==> src/rtl/pipeline_pkg.sv <==
// pipeline_pkg: shared register-address types for the pipeline control blocks
package pipeline_pkg;
  localparam int REG_ADDR_W = 5;
  typedef logic [REG_ADDR_W-1:0] reg_addr_t;
  localparam reg_addr_t REG_ZERO = '0;
endpackage

==> src/rtl/reg_match.sv <==
// reg_match: destination/source compare that never matches on x0
module reg_match import pipeline_pkg::*; #(
  parameter int W = REG_ADDR_W
) (
  input  logic [W-1:0] dst,
  input  logic [W-1:0] src,
  output logic         match
);
  assign match = (dst != W'(REG_ZERO)) && (dst == src);
endmodule

==> src/rtl/hazard_detection.sv <==
// hazard_detection: load-use stall control with registered stall statistics
module hazard_detection #(
  parameter int REG_ADDR_W = pipeline_pkg::REG_ADDR_W,
  parameter int CNT_W      = 16
) (
  input  logic                  i_clk,
  input  logic                  i_rst_n,
  input  logic [REG_ADDR_W-1:0] i_id_rs1,
  input  logic [REG_ADDR_W-1:0] i_id_rs2,
  input  logic [REG_ADDR_W-1:0] i_id_rd,
  input  logic [REG_ADDR_W-1:0] i_ex_rd,
  input  logic                  i_ex_read,
  output logic                  o_pc_enable,
  output logic                  o_if_id_register_enable,
  output logic                  o_pipeline_stall,
  output logic                  o_stalled_q,
  output logic [CNT_W-1:0]      o_stall_count
);
  logic m1, m2, hazard, unused_id_rd;
  reg_match #(.W(REG_ADDR_W)) u_rs1 (.dst(i_ex_rd), .src(i_id_rs1), .match(m1));
  reg_match #(.W(REG_ADDR_W)) u_rs2 (.dst(i_ex_rd), .src(i_id_rs2), .match(m2));
  assign hazard                  = i_ex_read && (m1 || m2);
  assign o_pc_enable             = !hazard;
  assign o_if_id_register_enable = !hazard;
  assign o_pipeline_stall        = !hazard;
  assign unused_id_rd            = ^i_id_rd;
  always_ff @(posedge i_clk) begin
    if (!i_rst_n) begin
      o_stalled_q   <= 1'b0;
      o_stall_count <= '0;
    end else begin
      o_stalled_q <= hazard;
      if (hazard && o_stall_count != '1) o_stall_count <= o_stall_count + 1'b1;
    end
  end
endmodule

==> config.mk <==
export PLATFORM = sky130hd
export DESIGN_NAME = hazard_detection
export DESIGN_NICKNAME = d
export VERILOG_FILES = /design/src/rtl/pipeline_pkg.sv /design/src/rtl/reg_match.sv /design/src/rtl/hazard_detection.sv
export SDC_FILE = /design/constraint.sdc
export NUM_CORES = 1
export LEC_CHECK = 0
export ABC_CLOCK_PERIOD_IN_PS = 2400
export BUFFER_PORTS_ARGS = -buffer_cell sky130_fd_sc_hd__clkbuf_2
export CORE_AREA = 2 2 66 68
export CTS_CLUSTER_SIZE = 20
export DETAILED_ROUTE_END_ITERATION = 16
export DIE_AREA = 0 0 68 70
export SETUP_SLACK_MARGIN = 0.02
export SKIP_LAST_GASP = 1
export SYNTH_ARGS = -nofsm -noshare
export SYNTH_HDL_FRONTEND = slang
export SYNTH_SLANG_ARGS = --single-unit
==> constraint.sdc <==
create_clock -name i_clk -period 2.4 [get_ports i_clk]
set_input_delay 0.36 -clock i_clk [delete_from_list [all_inputs] [get_ports i_clk]]
set_output_delay 0.36 -clock i_clk [all_outputs]
set_load 0.01 [all_outputs]
# Yosys cells after proc, flatten, opt, wreduce, memory -nomap -nowiden
# Cells that the tools add are included.
# word_totals
elab_cells	13
register_bits	17
out_inout_bits	20
input_bits	23
# classes
add_sub_neg	1
reduce_logical	7
n_eq_ne	3
# op_table
cell	count
16-bit by 1-bit adder with 16-bit output (second input constant)	1
16-bit != test (second input constant)	1
5-bit == test	2
5-bit nonzero test	1
1-bit logical AND	4
1-bit zero test	1
1-bit logical OR	1

# Depth between registers and ports, before layout
# Gate-level depths: netlist of run 1.
# logic_depth
ltp_word	5
depth_mapped	7
ltp_nobuf	6

# Cells and area by module
# From an unflattened synthesis of run 1, not the netlist that was laid out.
# hier_totals
cells_unflattened	121
area_unflattened_um2	1004.7
# by_module_without_submodules
module	seq_area_each_um2	area_each_um2	cells_each	instances
hazard_detection	340.3	864.6	103	1
reg_match	0.0	70.1	9	2

# Worst setup path after synthesis of run 1
# OpenSTA, ideal clock, no wires.
# synth_path
kind	input to output
startpoint	input port i_ex_rd[0]
endpoint	output port o_pc_enable
required_ns	2.040
n_path_buf	2
setup_slack_ns	0.473
stages	5
t_arrival_ns	1.567
cell_sequence	or4_1 > o21a_1 > buf_6 > or2b_1 > buf_4
# synth_via
elab_chain_len	5
word_cells_on_any_way	8
cone_classes	eq/ne: 2; reduce/logical: 6
# synth_lines
element	line	source
from (decl)	hazard_detection.sv:11	input logic [REG_ADDR_W-1:0] i_ex_rd,
5-bit == test / 5-bit nonzero test (equally long branches)	reg_match.sv:9	assign match = (dst != W'(REG_ZERO)) && (dst == src);
1-bit logical AND	reg_match.sv:9	
1-bit logical OR *	hazard_detection.sv:22	assign hazard = i_ex_read && (m1 || m2);
1-bit logical AND *	hazard_detection.sv:22	
1-bit zero test *	--	
to (decl)	hazard_detection.sv:13	output logic o_pc_enable,
# Every way passes the cells marked *; elsewhere a longest branch is shown, timed or not.

# Worst setup path in the final report of run 1
# layout_path
startpoint	input port i_ex_rd[0]
endpoint	output port o_pc_enable
# layout_via
elab_chain_len	5
word_cells_on_any_way	8
cone_classes	eq/ne: 2; reduce/logical: 6
# layout_lines
element	line	source
5-bit == test / 5-bit nonzero test (equally long branches)	reg_match.sv:9	
1-bit logical AND	reg_match.sv:9	
1-bit logical OR *	hazard_detection.sv:22	
1-bit logical AND *	hazard_detection.sv:22	
1-bit zero test *	hazard_detection.sv:23	assign o_pc_enable = !hazard;
# Marks and branches as above.

==> metrics, run 1 <==
Synth Warn # 0; Slew @ Worst Pin 0.3542 ns; number of global-route vias before repair 960; run status finished clean; VDD IR-drop max 136.1 uV; Fmax 0.5179 GHz; # IOs 43; CP Launch Type input pin; H-tree depth 1; FFs w/ async S/R, synth 0; RSZ-0062 raised after global routing false; total grt overflow 0; Antenna diodes 0; core area 4144 um2; Final Hold Viols 0; full die area 4760 um2; PwrDens 413.0 nW/um2; Tightest Hold Check Type input pin to register; crit path DAT 1.57 ns; Initial Util 0.2784; cts repair resizes 0; CP Capture Type output port; proportion of layout cells with a drive suffix above 1 0.3293; Layout area overhead 20.82%; Worst slew margin 0.7636; Iter 0 DRT Violations 16; Placer Congestion 0.7212; later-pin clock latency in the skew report 0.26 ns; TNS Setup 0 ns; port bufs 37; WL met3 135 um; TritonCTS Buffers 3; final setup fails 0; All-Layer GR Usage 0.1124; Worst EP required 2.04 ns; syn_nets 154; DR WL/cell 11.33 um; syn avg cell area 8.874 um2; DIE WIDTH 68 um; Antenna Nets Post-Route 0; Leak Pwr 0.5251 nW; synth unique cells 40; Worst Skew 0.005146 ns; Post-DP HPWL 1903 um; ys flop type dfxtp_1; Via Count 1072; met1 wire length 1063 um; Post-synth EDFFs 0; max layer used met4; Design Power 0.0005757 W; largest net degree at the start of global routing 29; Yosys reg bits 17; final slew viol count 0; routed length on met2 1193 um; critical path fanouts, max 4; final period utilization 0.8045; post-CTS setup buffer count 0; Chip Height 70 um; final net count 189; clock sink count 17; # DRC 0; maxcap violations 0; Total Wirelength 2447 um; drt pass-1 iters 4; synthesized area 1154 um2; # rows 24; CTS max path bufs 2; Syn Inst Count 130; clock period minus final worst setup slack 1.931 ns; critical setup path kind input pin to output port; first-pass GRT wire length 4181 um; final core utilization 0.3364; initial antenna violation count 0; hold_buf cts 0; DR vias/cell 4.963; root buffer cell clkbuf_8; CTS tree yes; register area share after synthesis 0.2950; Reg clk slew, reported paths 0.07 ns
## metal layers
layer,track usage,vias to the layer above
met5,0,-
met4,0.05333,0
met3,0.02254,5
met2,0.1737,28
met1,0.1467,481
li1,-,558
## where the power goes
group          switching [W]  internal (W)
sequential       0.000000987      0.000283
clock              0.0000990      0.000118
combinational      0.0000427     0.0000320
total               0.000143      0.000433
## Yosys cell counts (all sizes together) (5+ instances only)
master  count  area, um2
nand2      11      57.56
nor3        5      40.04
nor2        5      26.27
nand3       8      45.04
nand4       7      58.81
xor2       10      87.58
o31ai       6      45.04
or4         7      52.55
buf         8      78.82
dfxtp      17      340.3
a21oi      10      50.05
## critical path, stage by stage
cell	delay, ns
clkbuf_2	0.11
or4_1	0.51
o21a_1	0.21
or2b_1	0.22
clkbuf_2	0.15
## area by class of cell
type                    instances  area, um2
clock buffers                   4      45.04
fillers                       458       2750
inverters                       2      7.507
multi-input cells             102      723.2
flip-flops and latches         17      340.3
well taps                      52      65.06
repair buffers                 39      212.7
## worst paths after layout
kind | depth (start not counted) | from | slack (ns) | to
worst min-delay path | 3 | i_rst_n | 0.48 | o_stall_count[0]
worst max-delay path | 5 | i_ex_rd[0] | 0.47 | o_pc_enable
worst min register to register | 2 | o_stall_count[15] | 0.50 | o_stall_count[15]
worst max register to register | 6 | o_stall_count[0] | 0.55 | o_stall_count[13]
## through the flow
step | worst slack [ns] | hold WS, ns | instances | instance area [um2]
4_1_cts | 0.4501 | 0.4799 | 216 | 1394
6_report | 0.4692 | 0.4821 | 216 | 1394
3_5_place_dp | 0.4464 | 0.4858 | 212 | 1349
5_1_grt | 0.3749 | 0.5277 | 216 | 1394
3_3_place_gp | 0.4483 | 0.4865 | 212 | 1349
2_1_floorplan | 0.4732 | 0.5040 | 130 | 1154
## kinds of logic after synthesis
group / Yosys count / synth area share
AND/OR/NAND/NOR: 61 / 0.3601
XOR/XNOR: 10 / 0.07592
multiplexers: 4 / 0.03471
adder cells (fa/ha/maj): 1 / 0.01084
flip-flops: 17 / 0.2950
AO/OA/AOI/OAI: 26 / 0.1453
buffers and inverters: 11 / 0.07809
## flip-flops by register name, indices dropped and copies added (netlist names)
| register | count |
|---|---|
| o_stall_count | 16 |
| o_stalled_q | 1 |
## cell usage in the layout (no fill, tap or decap), drive strengths merged, types with 5 or more instances in the layout
cell and n:
or4 7, nor3 5, nand3 8, dfxtp 17
nand2 11, clkbuf 41, nor2 5, a21oi 10
nand4 7, xor2 10, o31ai 6
Note: power is estimated with default switching activity, not from simulation.
==> run 2: changes to the inputs <==
--- a/config.mk
+++ b/config.mk
@@ -5,7 +5,7 @@
 export SDC_FILE = /design/constraint.sdc
 export NUM_CORES = 1
 export LEC_CHECK = 0
-export ABC_CLOCK_PERIOD_IN_PS = 2400
+export ABC_CLOCK_PERIOD_IN_PS = 1600
 export BUFFER_PORTS_ARGS = -buffer_cell sky130_fd_sc_hd__clkbuf_2
 export CORE_AREA = 2 2 66 68
 export CTS_CLUSTER_SIZE = 20
==> constraint.sdc (replaced) <==
create_clock -name i_clk -period 1.6 [get_ports i_clk]
set_input_delay 0.24 -clock i_clk [delete_from_list [all_inputs] [get_ports i_clk]]
set_output_delay 0.24 -clock i_clk [all_outputs]
set_load 0.01 [all_outputs]
==> run 2 against run 1 <==
  * The flow now finishes with violations (setup timing)
  * Sequential cell count is the same
  * Power grew 58%
  * Final area grew 25%
  * Sequential share of layout area shrank 4.3 points
  * Critical path type unchanged
  * Routed wire length grew 28%
  * Sequential power grew 49%
  * Non-clock buffer count grew 30
  * First-iteration DRC count grew to 3.8 times the previous value
  * Die area is the same
  * Register-to-register slack lost 0.56 ns
  * Hold slack lost 0.13 ns
==> metrics, run 2 (synthesized netlist as in run 1, its figures left out) <==
leading cell type in the layout, fill and taps excluded clkbuf_2 (unchanged); maxcap violations 0 (unchanged); Worst Skew 0.002457 ns (was 0.005146 ns); max FFs per register 16 (unchanged); Final Cell Area 1748 um2 (was 1394 um2); H-tree depth 1 (unchanged); proportion of layout cells with a drive suffix above 1 0.5385 (was 0.3293); busiest grt layer met2 (unchanged); PwrDens 521.8 nW/um2 (was 413.0 nW/um2); clock sink count 17 (unchanged); DR WL/cell 12.64 um (was 11.33 um); final setup fails 4 (was 0); total grt overflow 0 (unchanged); final core utilization 0.4218 (was 0.3364); Leak Pwr 0.7192 nW (was 0.5251 nW); Reg with most FFs o_stall_count (unchanged); root buffer cell clkbuf_8 (unchanged); hold_buf cts 0 (unchanged); core area 4144 um2 (unchanged); Antenna diodes 0 (unchanged); port bufs 37 (unchanged); critical path fanouts, max 4 (unchanged); # DRC 0 (unchanged); Fmax 0.6044 GHz; DIE WIDTH 68 um (unchanged); Placer Congestion 0.7089 (was 0.7212); final period utilization 1.034; met2 usage in global routing 0.2050 (was 0.1737); full die area 4760 um2 (unchanged); number of global-route vias before repair 1086 (was 960); CTS tree yes (unchanged); # IOs 43 (unchanged); failing checks setup timing; Chip Height 70 um (unchanged); Via Count 1225 (was 1072); area post-placement 1568 um2 (was 1349 um2); CP Capture Type output port (unchanged); most frequent cells in the layout clkbuf_2, buf_4, xor2_1, dfxtp_1, nand2_1 (was clkbuf_2, dfxtp_1, xor2_1, nand2_1, a21oi_1); Design Power 0.0009121 W (was 0.0005757 W); # fillers 430 (was 458); register area 351.6 um2 (was 340.3 um2); Total Wirelength 3121 um (was 2447 um); # rows 24 (unchanged); Post-DP HPWL 2286 um (was 1903 um); Iter 0 DRT Violations 60 (was 16); Slew @ Worst Pin 0.4351 ns (was 0.3542 ns); Initial Util 0.2784 (unchanged); Setup crit end o_pipeline_stall (was o_pc_enable); largest net degree at the start of global routing 24 (was 29); Reg2Reg Setup Slack -0.01 ns (was 0.55 ns); drt pass-1 iters 4 (unchanged); Worst slew margin 0.7096 (was 0.7636); crit path DAT 1.41 ns (was 1.57 ns); M1 GR Usage 0.1899 (was 0.1467); Reg2Reg Depth 5 (was 6); Reg clk slew, reported paths 0.07 ns (about the same); All-Layer GR Usage 0.1362 (was 0.1124); Tightest Hold Check Type input pin to register (unchanged); pre-CTS setup slack -0.1412 ns (was 0.4464 ns); RSZ-0062 raised after global routing true (was false); CP Launch Point i_ex_rd[0] (unchanged); RR Startpoint o_stall_count[5] (was o_stall_count[0]); initial antenna violation count 0 (unchanged); run status finished with violations (was finished clean); Largest regs o_stall_count x16, o_stalled_q x1 (unchanged); Antenna Nets Post-Route 0 (unchanged); VDD IR-drop max 233.1 uV (was 136.1 uV); Final Hold Viols 0 (unchanged); worst flop-to-flop path endpoint o_stall_count[15] (was o_stall_count[13]); clock period minus final worst setup slack 1.654 ns; later-pin clock latency in the skew report 0.26 ns (about the same); DR vias/cell 4.960 (was 4.963); CTS max path bufs 2 (unchanged); first-pass GRT wire length 5002 um (was 4181 um); multi-input logic area 802.0 um2 (was 723.2 um2); final setup margin -0.05448 ns (was 0.4692 ns); critical setup path kind input pin to output port (unchanged); final net count 220 (was 189); Layout area overhead 51.52% (was 20.82%); TritonCTS Buffers 3 (unchanged); final slew viol count 0 (unchanged); CP Launch Type input pin (unchanged); Worst EP required 1.36 ns (was 2.04 ns); global-route met3 utilization 0.01449 (was 0.02254)
-- run 2: cell types whose count changed in the layout (fill, tap and decap cells not counted), moves of 3 or more --
cell      before  now
a21oi_1       10    7
a21oi_2        0    3
dfxtp_1       17   10
clkbuf_2      37   32
nand3_1        7    4
dfxtp_2        0    6
buf_4          1   30
buf_6          0    5
nand3_2        1    4
-- run 2: how the worst min path moves through the flow --
| stage | start | end | depth (start not counted) |
|---|---|---|---|
| 3_5_place_dp | o_stall_count[15] | o_stall_count[15] | 3 |
| 2_1_floorplan | i_rst_n | o_stall_count[0] | 2 |
| 4_1_cts | i_rst_n | o_stall_count[1] | 3 |
| 3_3_place_gp | o_stall_count[15] | o_stall_count[15] | 3 |
| 6_report | i_rst_n | o_stall_count[1] | 3 |
| 5_1_grt | i_rst_n | o_stall_count[5] | 3 |
-- run 2: layout make-up --
cell class	count	area share
sequential	17	0.2011
tap	52	0.03722
inverter	2	0.004295
clock buffer	4	0.02577
timing repair buffer	69	0.2727
multi-input combinational	103	0.4588
-- run 2: what timing repair did --
action                                  in CTS  in global routing
gates cloned                                 1                  0
buffers inserted                             3                  1
pin swaps                                   10                  8
endpoints found under the setup margin      10                 19
gates resized for setup                     11                 20
-- run 2: worst max-delay path, cell delays in order --
cell and delay (ns):
buf_8 0.10, or4_1 0.51, o21a_1 0.22, or2b_4 0.24
buf_6 0.10
-- run 2: metal layers --
layer | routed length (um) | vias to the layer above
li1 | - | 616
met4 | 74 | 0
met5 | 0 | -
met3 | 155 | 5
met2 | 1493 | 44
met1 | 1398 | 560
-- run 2: through the flow --
stage | hold WS, ns | std cells | setup TNS (ns)
after detailed placement | 0.5903 | 238 | -1.874
after global placement | 0.5877 | 238 | -1.377
after CTS | 0.3472 | 246 | -0.3131
after global routing | 0.3765 | 247 | -0.6524
final | 0.3552 | 247 | -0.1703
after floorplan | 0.3875 | 130 | -0.1123
-- run 2: where the power goes --
group | switching [W] | total [W] | internal (W)
registers | 0.00000103 | 0.000424 | 0.000423
logic | 0.0000757 | 0.000148 | 0.0000724
clock network | 0.000163 | 0.000340 | 0.000177
total | 0.000239 | 0.000912 | 0.000673
==> run 3: changes to the inputs <==
--- a/config.mk
+++ b/config.mk
@@ -7,10 +7,13 @@
 export LEC_CHECK = 0
 export ABC_CLOCK_PERIOD_IN_PS = 1600
 export BUFFER_PORTS_ARGS = -buffer_cell sky130_fd_sc_hd__clkbuf_2
-export CORE_AREA = 2 2 66 68
+export CELL_PAD_IN_SITES_DETAIL_PLACEMENT = 1
+export CELL_PAD_IN_SITES_GLOBAL_PLACEMENT = 2
+export CORE_AREA = 2 2 71 73
 export CTS_CLUSTER_SIZE = 20
 export DETAILED_ROUTE_END_ITERATION = 16
-export DIE_AREA = 0 0 68 70
+export DIE_AREA = 0 0 73 75
+export PLACE_DENSITY_LB_ADDON = 0.1
 export SETUP_SLACK_MARGIN = 0.02
 export SKIP_LAST_GASP = 1
 export SYNTH_ARGS = -nofsm -noshare
==> run 3 against run 2 <==
  * Sequential share of layout area is 1.1 points lower
  * The run still ends with setup timing left
  * Via count up 1.6%
  * First-iteration DRC count is 62% lower
==> metrics, run 3 (synthesized netlist as in run 1, its figures left out) <==
final setup margin -0.06241 ns (was -0.05448 ns); PwrDens 507.6 nW/um2 (was 521.8 nW/um2); critical path fanouts, max 4 (unchanged); final core utilization 0.3930 (was 0.4218); TritonCTS Buffers 3 (unchanged); Largest regs o_stall_count x16, o_stalled_q x1 (unchanged); Levels on crit path 5 (unchanged); Largest stage delay, worst path 0.52 ns (was 0.51 ns); Worst Skew 0.004100 ns (was 0.002457 ns); proportion of layout cells with a drive suffix above 1 0.5300 (was 0.5385); core area 4661 um2 (was 4144 um2); Worst EP required 1.36 ns (about the same); clock sink count 17 (unchanged); RR Startpoint o_stall_count[1] (was o_stall_count[5]); WHS Path Cells 3 (unchanged); slowest CP cell or4_4 (was or4_1); full die area 5475 um2 (was 4760 um2); final setup fails 6 (was 4); initial antenna violation count 0 (unchanged); Placer Congestion 0.7619 (was 0.7089); CP cell instances buf_8 > or4_4 > o21a_1 > or2b_4 > buf_6 (was buf_8 > or4_1 > o21a_1 > or2b_4 > buf_6); Total Wirelength 3647 um (was 3121 um); root buffer cell clkbuf_8 (unchanged); VDD IR-drop max 354.0 uV (was 233.1 uV); Iter 0 DRT Violations 23 (was 60); Crit path buffers/inverters 2 (unchanged); Reg with most FFs o_stall_count (unchanged); Fmax 0.6015 GHz (was 0.6044 GHz); Reg2Reg Depth 6 (was 5); CP Capture Type output port (unchanged); Final Hold Viols 0 (unchanged); worst flop-to-flop path endpoint o_stall_count[6] (was o_stall_count[15]); total grt overflow 0 (unchanged); Reg2Reg Setup Slack -0.03 ns (was -0.01 ns); Antenna diodes 0 (unchanged); Post-DP HPWL 2746 um (was 2286 um); startpoint of the worst hold path i_rst_n (unchanged); Chip Height 75 um (was 70 um); Reg clk slew, reported paths 0.07 ns (about the same); CP Launch Type input pin (unchanged); max FFs per register 16 (unchanged); Worst slew margin 0.7169 (was 0.7096); final period utilization 1.039 (was 1.034); Layout area overhead 58.79% (was 51.52%); run status finished with violations (unchanged); later-pin clock latency in the skew report 0.25 ns (was 0.26 ns); port bufs 37 (unchanged); crit path DAT 1.42 ns (was 1.41 ns); Worst Hold Margin 0.3655 ns (was 0.3552 ns); # DRC 0 (unchanged); clock period minus final worst setup slack 1.662 ns (was 1.654 ns); final net count 225 (was 220); hold_buf cts 0 (unchanged); Slew @ Worst Pin 0.4191 ns (was 0.4351 ns); CTS tree yes (unchanged); number of global-route vias before repair 1288 (was 1086); Initial Util 0.2475 (was 0.2784); final slew viol count 0 (unchanged); Antenna Nets Post-Route 0 (unchanged); largest net degree at the start of global routing 20 (was 24); DR vias/cell 4.902 (was 4.960); drt pass-1 iters 4 (unchanged); DR WL/cell 14.36 um (was 12.64 um); failing checks setup timing (unchanged); Min-Delay Endpoint o_stall_count[8] (was o_stall_count[1]); # rows 25 (was 24); All-Layer GR Usage 0.1377 (was 0.1362); RSZ-0062 raised after global routing true (unchanged); Leak Pwr 0.7541 nW (was 0.7192 nW); leading cell type in the layout, fill and taps excluded buf_4 (was clkbuf_2); most frequent cells in the layout buf_4, clkbuf_2, dfxtp_1 (was clkbuf_2, buf_4, xor2_1, dfxtp_1, nand2_1); DIE WIDTH 73 um (was 68 um); # IOs 43 (unchanged); critical path's top delay family simple AND/OR/NAND/NOR gates (unchanged); CTS max path bufs 2 (unchanged); Tightest Hold Check Type input pin to register (unchanged); first-pass GRT wire length 5885 um (was 5002 um); critical setup path kind input pin to output port (unchanged); maxcap violations 0 (unchanged); H-tree depth 1 (unchanged); Via Count 1245 (was 1225)
-- run 3: cell types whose count changed in the layout (fill, tap and decap cells not counted), sizes merged --
cell / delta
clkbuf: -1
buf: +6
-- run 3: timing repair --
action	in CTS	in global routing
gates cloned	1	0
setup buffers	4	6
pin swaps	13	11
endpoints found under the setup margin	11	15
resized for setup	13	18
-- run 3: routing by layer --
metal	up-vias	GRT usage	share of wire
met2	19	0.2533	0.53
met4	0	0.03498	0.0063
met5	-	0	0
li1	624	-	-
met1	600	0.1631	0.43
met3	2	0.02811	0.029
-- run 3: final cells by class --
| type | count | area [um2] |
|---|---|---|
| Inverter | 2 | 7.507 |
| Tap cell | 54 | 67.56 |
| Fill cell | 555 | 2829 |
| Sequential cell | 17 | 347.8 |
| Timing Repair Buffer | 74 | 545.5 |
| Clock buffer | 4 | 45.04 |
| Multi-Input combinational cell | 103 | 818.3 |
-- run 3: through the flow --
step                setup WS, ns  std cells  TNS (ns)  area (um2)  total power [W]
finish                  -0.06241        254   -0.2129        1832        0.0009298
detailed placement       -0.1978        239    -2.480        1563        0.0005688
CTS                      -0.1177        248   -0.3943        1709        0.0009196
global route             -0.1202        254    -1.069        1832        0.0009741
global placement         -0.1517        239    -2.134        1563        0.0005659
floorplan               -0.04106        130   -0.1123        1177        0.0005145
-- run 3: power breakdown --
part | total, W | internal (W) | leakage [nW] | switching [W]
Combinational | 0.000172 | 0.0000901 | 0.592 | 0.0000816
Clock | 0.000334 | 0.000177 | 0.0228 | 0.000157
Sequential | 0.000424 | 0.000423 | 0.139 | 0.00000108
Total | 0.000930 | 0.000690 | 0.754 | 0.000240
-- run 3: worst max path at each step --
| stage | start | endpoint | slack [ns] |
|---|---|---|---|
| CTS | i_ex_rd[4] | o_pc_enable | -0.12 |
| floorplan | i_ex_rd[0] | o_pc_enable | -0.04 |
| global placement | i_ex_rd[0] | o_stall_count[13] | -0.15 |
| finish | i_ex_rd[0] | o_pc_enable | -0.06 |
| detailed placement | i_ex_rd[2] | o_stall_count[7] | -0.20 |
| global route | o_stall_count[1] | o_stall_count[6] | -0.12 |
-- run 3: worst register-to-register path: cells and delay by family (launching register included) --
family | cells | cell delay [ns]
AO/OA/AOI/OAI | 1 | 0.15
adder cells (fa/ha/maj) | 1 | 0.16
AND/OR/NAND/NOR | 4 | 0.88
flip-flops | 1 | 0.35
